## src/rtl/shk_reg_slave.sv

```systemverilog
// Shake-bus register slave.
// Captures a request when idle, writes or reads one register of a flat bank,
// and answers with a single-cycle ready pulse NB_RESP_DELAY cycles later.
// Requests arriving while a response is pending are dropped and flagged.
//
//   state   | meaning
//   --------+--------------------------------------------------------------
//   IDLE    | no request pending; a valid request is captured here
//   WAIT    | request captured; counting down to the response cycle
//   RESP    | ready pulse is high for this one cycle
module shk_reg_slave #(
    parameter int WD_SHK_DATA   = 16,
    parameter int WD_SHK_ADDR   = 16,
    parameter int NB_REG_NUM    = 8,
    parameter int NB_ADDR_BASE  = 0,
    parameter int NB_RESP_DELAY = 2,
    parameter int NB_REG_INIT   = 0,
    parameter int WD_ERR_INFO   = 4
) (
    input  logic                              i_sys_clk,
    input  logic                              i_sys_reset,
    input  logic                              s_shk_reg_valid,
    input  logic                              s_shk_reg_msync,
    input  logic [WD_SHK_DATA-1:0]            s_shk_reg_mdata,
    input  logic [WD_SHK_ADDR-1:0]            s_shk_reg_maddr,
    output logic                              s_shk_reg_ready,
    output logic                              s_shk_reg_ssync,
    output logic [WD_SHK_DATA-1:0]            s_shk_reg_sdata,
    output logic [WD_SHK_ADDR-1:0]            s_shk_reg_saddr,
    output logic [NB_REG_NUM*WD_SHK_DATA-1:0] o_reg_flat,
    output logic [WD_ERR_INFO-1:0]            m_err_reg_info1
);

    localparam int IDX_W = (NB_REG_NUM > 1) ? $clog2(NB_REG_NUM) : 1;
    // The counter holds NB_RESP_DELAY-2 at most, so clog2(NB_RESP_DELAY) bits suffice.
    localparam int CNT_W = (NB_RESP_DELAY > 2) ? $clog2(NB_RESP_DELAY) : 1;

    localparam logic [CNT_W-1:0]       CNT_LOAD  = (NB_RESP_DELAY >= 2) ? CNT_W'(NB_RESP_DELAY - 2) : '0;
    localparam logic [WD_SHK_ADDR-1:0] ADDR_BASE = WD_SHK_ADDR'(NB_ADDR_BASE);
    localparam logic [WD_SHK_ADDR-1:0] REG_NUM_A = WD_SHK_ADDR'(NB_REG_NUM);
    localparam logic [WD_SHK_DATA-1:0] REG_INIT  = WD_SHK_DATA'(NB_REG_INIT);

    typedef enum logic [1:0] {
        ST_IDLE = 2'd0,
        ST_WAIT = 2'd1,
        ST_RESP = 2'd2
    } state_t;

    state_t                 state;
    logic [CNT_W-1:0]       cnt;
    logic [WD_SHK_DATA-1:0] regs [NB_REG_NUM];
    logic [1:0]             err_flags;

    logic [WD_SHK_ADDR-1:0] idx;
    logic [IDX_W-1:0]       sel;
    logic                   in_range;

    // Address decode: the subtraction wraps, so the lower bound is checked separately.
    always_comb begin
        idx      = s_shk_reg_maddr - ADDR_BASE;
        sel      = idx[IDX_W-1:0];
        in_range = (s_shk_reg_maddr >= ADDR_BASE) && (idx < REG_NUM_A);
    end

    // Request FSM, register bank, response registers and sticky error flags.
    always_ff @(posedge i_sys_clk) begin
        if (i_sys_reset) begin
            state           <= ST_IDLE;
            cnt             <= '0;
            s_shk_reg_ready <= 1'b0;
            s_shk_reg_ssync <= 1'b0;
            s_shk_reg_sdata <= '0;
            s_shk_reg_saddr <= '0;
            err_flags       <= 2'b00;
            for (int i = 0; i < NB_REG_NUM; i++) begin
                regs[i] <= REG_INIT;
            end
        end else begin
            case (state)
                ST_IDLE: begin
                    if (s_shk_reg_valid) begin
                        s_shk_reg_ssync <= s_shk_reg_msync;
                        s_shk_reg_saddr <= s_shk_reg_maddr;
                        if (in_range) begin
                            if (s_shk_reg_msync) begin
                                s_shk_reg_sdata <= regs[sel];
                            end else begin
                                regs[sel]       <= s_shk_reg_mdata;
                                s_shk_reg_sdata <= s_shk_reg_mdata;
                            end
                        end else begin
                            s_shk_reg_sdata <= '0;
                            err_flags[0]    <= 1'b1;
                        end
                        if (NB_RESP_DELAY == 1) begin
                            state           <= ST_RESP;
                            s_shk_reg_ready <= 1'b1;
                        end else begin
                            state <= ST_WAIT;
                            cnt   <= CNT_LOAD;
                        end
                    end
                end
                ST_WAIT: begin
                    if (s_shk_reg_valid) begin
                        err_flags[1] <= 1'b1;
                    end
                    if (cnt == '0) begin
                        state           <= ST_RESP;
                        s_shk_reg_ready <= 1'b1;
                    end else begin
                        cnt <= cnt - 1'b1;
                    end
                end
                ST_RESP: begin
                    if (s_shk_reg_valid) begin
                        err_flags[1] <= 1'b1;
                    end
                    s_shk_reg_ready <= 1'b0;
                    state           <= ST_IDLE;
                end
                default: begin
                    s_shk_reg_ready <= 1'b0;
                    state           <= ST_IDLE;
                end
            endcase
        end
    end

    // Only the two low error bits carry information; the rest read as zero.
    always_comb begin
        m_err_reg_info1      = '0;
        m_err_reg_info1[1:0] = err_flags;
    end

    genvar gi;
    generate
        for (gi = 0; gi < NB_REG_NUM; gi++) begin : g_flat
            assign o_reg_flat[gi*WD_SHK_DATA +: WD_SHK_DATA] = regs[gi];
        end
    endgenerate

endmodule

```

## config.mk

```make
export PLATFORM = sky130hd
export DESIGN_NAME = shk_reg_slave
export DESIGN_NICKNAME = d
export VERILOG_FILES = /design/src/rtl/shk_reg_slave.sv
export SDC_FILE = /design/constraint.sdc
export NUM_CORES = 1
export LEC_CHECK = 0
export ABC_AREA = 1
export BUFFER_PORTS_ARGS = -buffer_cell sky130_fd_sc_hd__buf_2
export CAP_MARGIN = 25
export CORE_UTILIZATION = 58
export CTS_BUF_LIST = sky130_fd_sc_hd__clkbuf_2
export CTS_CLUSTER_DIAMETER = 150
export DETAILED_ROUTE_END_ITERATION = 10
export PLACE_DENSITY = 0.87
export SYNTH_ARGS = -nofsm -noshare
export SYNTH_HDL_FRONTEND = slang
export SYNTH_SLANG_ARGS = --single-unit
```

## constraint.sdc

```tcl
create_clock -name i_sys_clk -period 3.9 [get_ports i_sys_clk]
set_clock_uncertainty 0.05 [all_clocks]
set_input_delay 0.39 -clock i_sys_clk [delete_from_list [all_inputs] [get_ports i_sys_clk]]
set_output_delay 0.39 -clock i_sys_clk [all_outputs]
set_load 0.05 [all_outputs]
```

-- Yosys cells after proc, flatten, opt, wreduce, memory -nomap -nowiden
Memory sizes are Yosys's and may differ from the RTL's.
Cells that the tools add are included.
- input port bits: 36
- bits in latches: 0
- bits in registers: 39
- output and inout bits: 166
- RAM bits: 128
- memories: 1
- logic and storage cells: 50
- bits in read-only memories: 0
- eq/ne operators: 4
- reduce and logical (&&, ||, !) cells: 11
- bitwise gates (word level): 2
- div/mod/pow operators: 0
- $mul: 0
- shift operators: 0
- order comparisons: 2
- muxes and demuxes: 21
- $add $sub $neg: 1
- memories (name ; words ; bits a word ; read ports ; clocked after memory_dff ; write ports ; line ; text):
    regs ; 8 ; 16 ; 9 ; 0 ; 8 ; 51 ; logic [WD_SHK_DATA-1:0] regs [NB_REG_NUM];
- operators with widths (operator ; count):
    16-bit two-way mux ; 3
    16-bit by 1-bit greater-or-equal comparator with 1-bit output (second input constant) ; 1
    16-bit by 4-bit < comparator with 1-bit output (second input constant) ; 1
    16-bit OR reduction ; 1
    1-bit two-way mux ; 12
    2-bit AND reduction ; 5
    2-bit two-way mux ; 2
    2-bit inequality test (second input constant) ; 2
    1-bit one-hot mux with 2 select lines ; 2
    2-bit one-hot mux with 2 select lines ; 1
    3-bit two-way mux ; 1
    3-bit AND reduction ; 1
    2-bit by 1-bit equality test with 1-bit output (second input constant) ; 1
    2-bit equality test (second input constant) ; 1
    2-bit zero test ; 1
    1-bit inverter ; 2
    2-bit nonzero test ; 1
    2-bit OR reduction ; 1
    1-bit logical AND ; 1
    1-bit subtractor (second input constant) ; 1

-- Logic depth before layout (Yosys ltp)
- word-level depth: 9
- gate-level depth with buffers: 10
- gate-level depth less buffers: 8

-- Worst setup path before layout
OpenSTA, ideal clock, no wires.
- path kind: reg2reg
- from: reg state[0]
- to: mem regs[0][0] (enable)
- setup slack: 1.707 ns
- path buffers: 1
- stages on the path, launching flop included: 10
- setup time: 0.372 ns
- arrival: 1.771 ns
- clock period less this slack: 2.193 ns
- required time: 3.478 ns
- cells stage by stage: dfxtp_1 > inv_1 > ha_1 > nand2_1 > nor2_1 > nand2_1 > nor2_8 > nand3_2 > buf_6 > nand2_1
- RTL lines (what ; line ; text):
    start: declaration ; 49 ; state_t state;
    start signal: assignment ; 68 ; state <= ST_IDLE;
    start signal: assignment ; 96 ; state <= ST_RESP;
    start signal: assignment ; 99 ; state <= ST_WAIT;
    end: declaration ; 51 ;

-- Worst setup path after layout
- from: reg state[1]
- to: reg s_shk_reg_sdata[5]
- longest elaborated chain between the ends: 2
- RTL lines (what ; line ; text):
    2-bit zero test ; 79 ; case (state)
    2-bit AND reduction (no source line) ; n/a ;
    end signal: assignment ; 86 ; s_shk_reg_sdata <= regs[sel];
    end signal: assignment ; 89 ; s_shk_reg_sdata <= s_shk_reg_mdata;
    end: declaration ; 28 ; output logic [WD_SHK_DATA-1:0] s_shk_reg_sdata,
Every way passes these cells.
A chain may end at the register's enable or synchronous reset.

==> run_results.csv <==
group,metric,value,unit
synthesis,syn_area_per_cell,9.27,um^2
power,intPower,2.69,mW
critical_path,critPathLaunchType,"flip-flop",
power,seq_power_share,52.0,%
final_layout,instances_no_fill,1186,
floorplan,rows,40,
synthesis,syn_inst,787,
placed_design,placed_cells_incl_taps,1119,
power,power.share.clock,30.0,%
synthesis,synth_most_common_cell,"nor2_1",
final_layout,nNetsFinal,1043,
power,p_switching,1.22,mW
drt,via_per_inst,5.66,
power,ir_worst_vdd,0.293,mV
sta,finalSetupViolations,0,
critical_path,endpoint_kind,"flip-flop",
power,comb_power_share,18.0,%
sta,slew_headroom,44.2,%
global_route,gr-usage-met3,7.83,%
final_layout,drive_above_1_share,24.8,%
critical_path,arrival,3480,ps
hold_path,hp-class,"input port to flip-flop",
floorplan,core-area,12100,um^2
placed_design,detailed_place_hpwl,14400,um
status,outcome,"completed",
sta,tightestPinTransition,835,ps
global_route,grt_max_degree,54,
clock_network,cts_resized,0,
sta,maxSlewViolCount,0,
drt,drcViolationCount,0,
sta,post-route-period-util,72.9,%
power,power_density,435,nW/um^2
synthesis,ys_warn_count,0,
critical_path,slowest_delay,680,ps
sta,rsz0062_at_grt,"false",
power,p_leak,4.13,nW
drt,via_count,6707,
critical_path,path_class,"flip-flop to flip-flop",
drt,dr.pass1.iters,6,
synthesis,ys_seq_area_share,63.1,%
floorplan,die_x,114,um
synthesis,synth_edf_count,128,
clock_network,cts_inserted_buffers,17,
placed_design,io_buffers,199,
drt,postRouteAntennaNets,0,
synthesis,async_reset_ff_share,0,%
critical_path,cp_max_fo,30,
placed_design,place.gp.congestion,0.907,
power,swShare,31.1,%
synthesis,synth.area.top_cells,"edfxtp_1 53%, nor2_1 11%, nand2_1 10%",
synthesis,synthTopCellsByCount,"206 x nor2_1, 203 x nand2_1, 128 x edfxtp_1",
clock_network,cts.sinks,166,
sta,period_minus_slack,2840,ps
critical_path,cp.required,4540,ps
critical_path,cp_cell_sequence,"inv_1 -> ha_1 -> nand2_1 -> buf_4 -> inv_1 -> nand3_1 -> nor2_1 -> nand2_1 -> a21oi_1",
synthesis,synth_top_area_share,52.7,%
global_route,grt_util_met2,55.0,%
drt,drtIter0Drc,916,
clock_network,clkTransAtPathRegs,240,ps
run,max-cap-violations,0,
floorplan,ios,202,
synthesis,synth_top_cell_by_area,"edfxtp_1",
synthesis,ys_seq_elements,166,
sta,fmax,352,MHz
drt,totalWireLength,21700,um
floorplan,die_area,13000,um^2
global_route,grt_pass1_wl,32300,um
global_route,grt.busiest_layer,"met2",
global_route,antenna_found_initial,0,
final_layout,syn2layout_area_growth,23.0,%
synthesis,ys_types,21,
synthesis,synth_area,7290,um^2
global_route,grt.total_usage,33.9,%
drt,drt-wirelength-per-cell,18.3,um
clock_network,cts_buffer_depth,2,
clock_network,clk_latency,750,ps
floorplan,start_util,60.2,%
global_route,grt-ovfl-total,0,
clock_network,cts_tree,"built",
global_route,grtUsageMet1,42.9,%
sta,hold_viol,0,
sta,setup_tns,0,ps
clock_network,htreeDepth,4,
floorplan,die_h,114,um
global_route,grt_pass1_vias,6226,
critical_path,slowest_stage,"nand3_1",
clock_network,ctsRootBufferMaster,"clkbuf_2",
synthesis,synthFlopType,"edfxtp_1",
[layer usage]
metal  wire length (um)  up-vias
li1                   -     3009
met3               2390       78
met5                  0        -
met1               7990     3077
met2              10400      543
met4                929        0
[metrics by stage]
step | util, % | hold slack (ps) | power (mW) | cell area [um^2] | setup slack, ps
6_report | 74.1 | 205 | 3.91 | 8970 | 1060
5_1_grt | 74.1 | 196 | 4.02 | 8970 | 760
4_1_cts | 74.1 | 155 | 3.88 | 8970 | 1120
3_5_place_dp | 68.5 | 405 | 2.72 | 8300 | 1040
3_3_place_gp | 68.5 | 394 | 2.71 | 8300 | 1090
2_1_floorplan | - | 429 | 2.54 | 7300 | 1710
[final timing paths]
kind,end,slack (ps),cells after the start,start
worst max register to register,s_shk_reg_sdata[5],1060,9,state[1]
worst min register to register,s_shk_reg_sdata[0],430,2,s_shk_reg_sdata[0]
worst max-delay path,s_shk_reg_sdata[5],1060,9,state[1]
worst min-delay path,s_shk_reg_ssync,200,3,s_shk_reg_msync
[power groups by stage]
| stage | logic [mW] | clock network (mW) | registers [mW] |
|---|---|---|---|
| global placement | 0.647 | 0 | 2.06 |
| detailed placement | 0.656 | 0 | 2.06 |
| global route | 0.742 | 1.24 | 2.04 |
| CTS | 0.688 | 1.17 | 2.03 |
| finish | 0.705 | 1.17 | 2.03 |
| floorplan | 0.212 | 0 | 2.33 |
[sequential cells by signal, indices dropped and copies added, names as in the netlist]
name,count
s_shk_reg_sdata,16
regs,128
s_shk_reg_ready,1
s_shk_reg_ssync,1
state,2
s_shk_reg_saddr,16
err_flags,2
[logic make-up after synthesis]
logic type | after synthesis | share of synthesized area [%]
simple gates | 485 | 27.1
flops | 166 | 63.1
compound gates | 60 | 4.15
other cells | 1 | 0.0514
buf+inv | 72 | 5.08
fa+ha+maj | 3 | 0.515
[area by class of cell]
class / instances / area [um^2]
fill: 851 / 3140
inverter: 29 / 109
clock buffer: 17 / 85.1
tap: 168 / 210
antenna: 1 / 2.50
multi-input combinational: 550 / 2320
timing repair buffer: 240 / 1390
clock inverter: 15 / 249
sequential: 166 / 4600
[cell usage in the layout (no fill, tap or decap), drive strengths merged, types with 2 or more instances in the layout]
cell / count
nor2: 210
buf: 206
nand2: 203
edfxtp: 128
nand3: 71
dfxtp: 38
o21ai: 36
dlygate4sd3: 34
inv: 31
a21oi: 23
clkbuf: 17
bufinv: 6
clkinv: 5
ha: 3
conb: 2
clkinvlp: 2
[timing repair]
item | in CTS | in global routing
endpoints found under the setup margin | 0 | 0
setup buffers | 0 | 0
hold endpoints to repair | 36 | 0
hold buffers | 34 | 0
[critical path: cells and delay by family (launching register included)]
family                     cells  cell delay (ps)
buffers and inverters          3              850
and+or+nand+nor                4             1170
DFF                            1              360
adders and majority gates      1              200
AOI/OAI and AO/OA              1              160
Note: power is estimated with default switching activity, not from simulation.
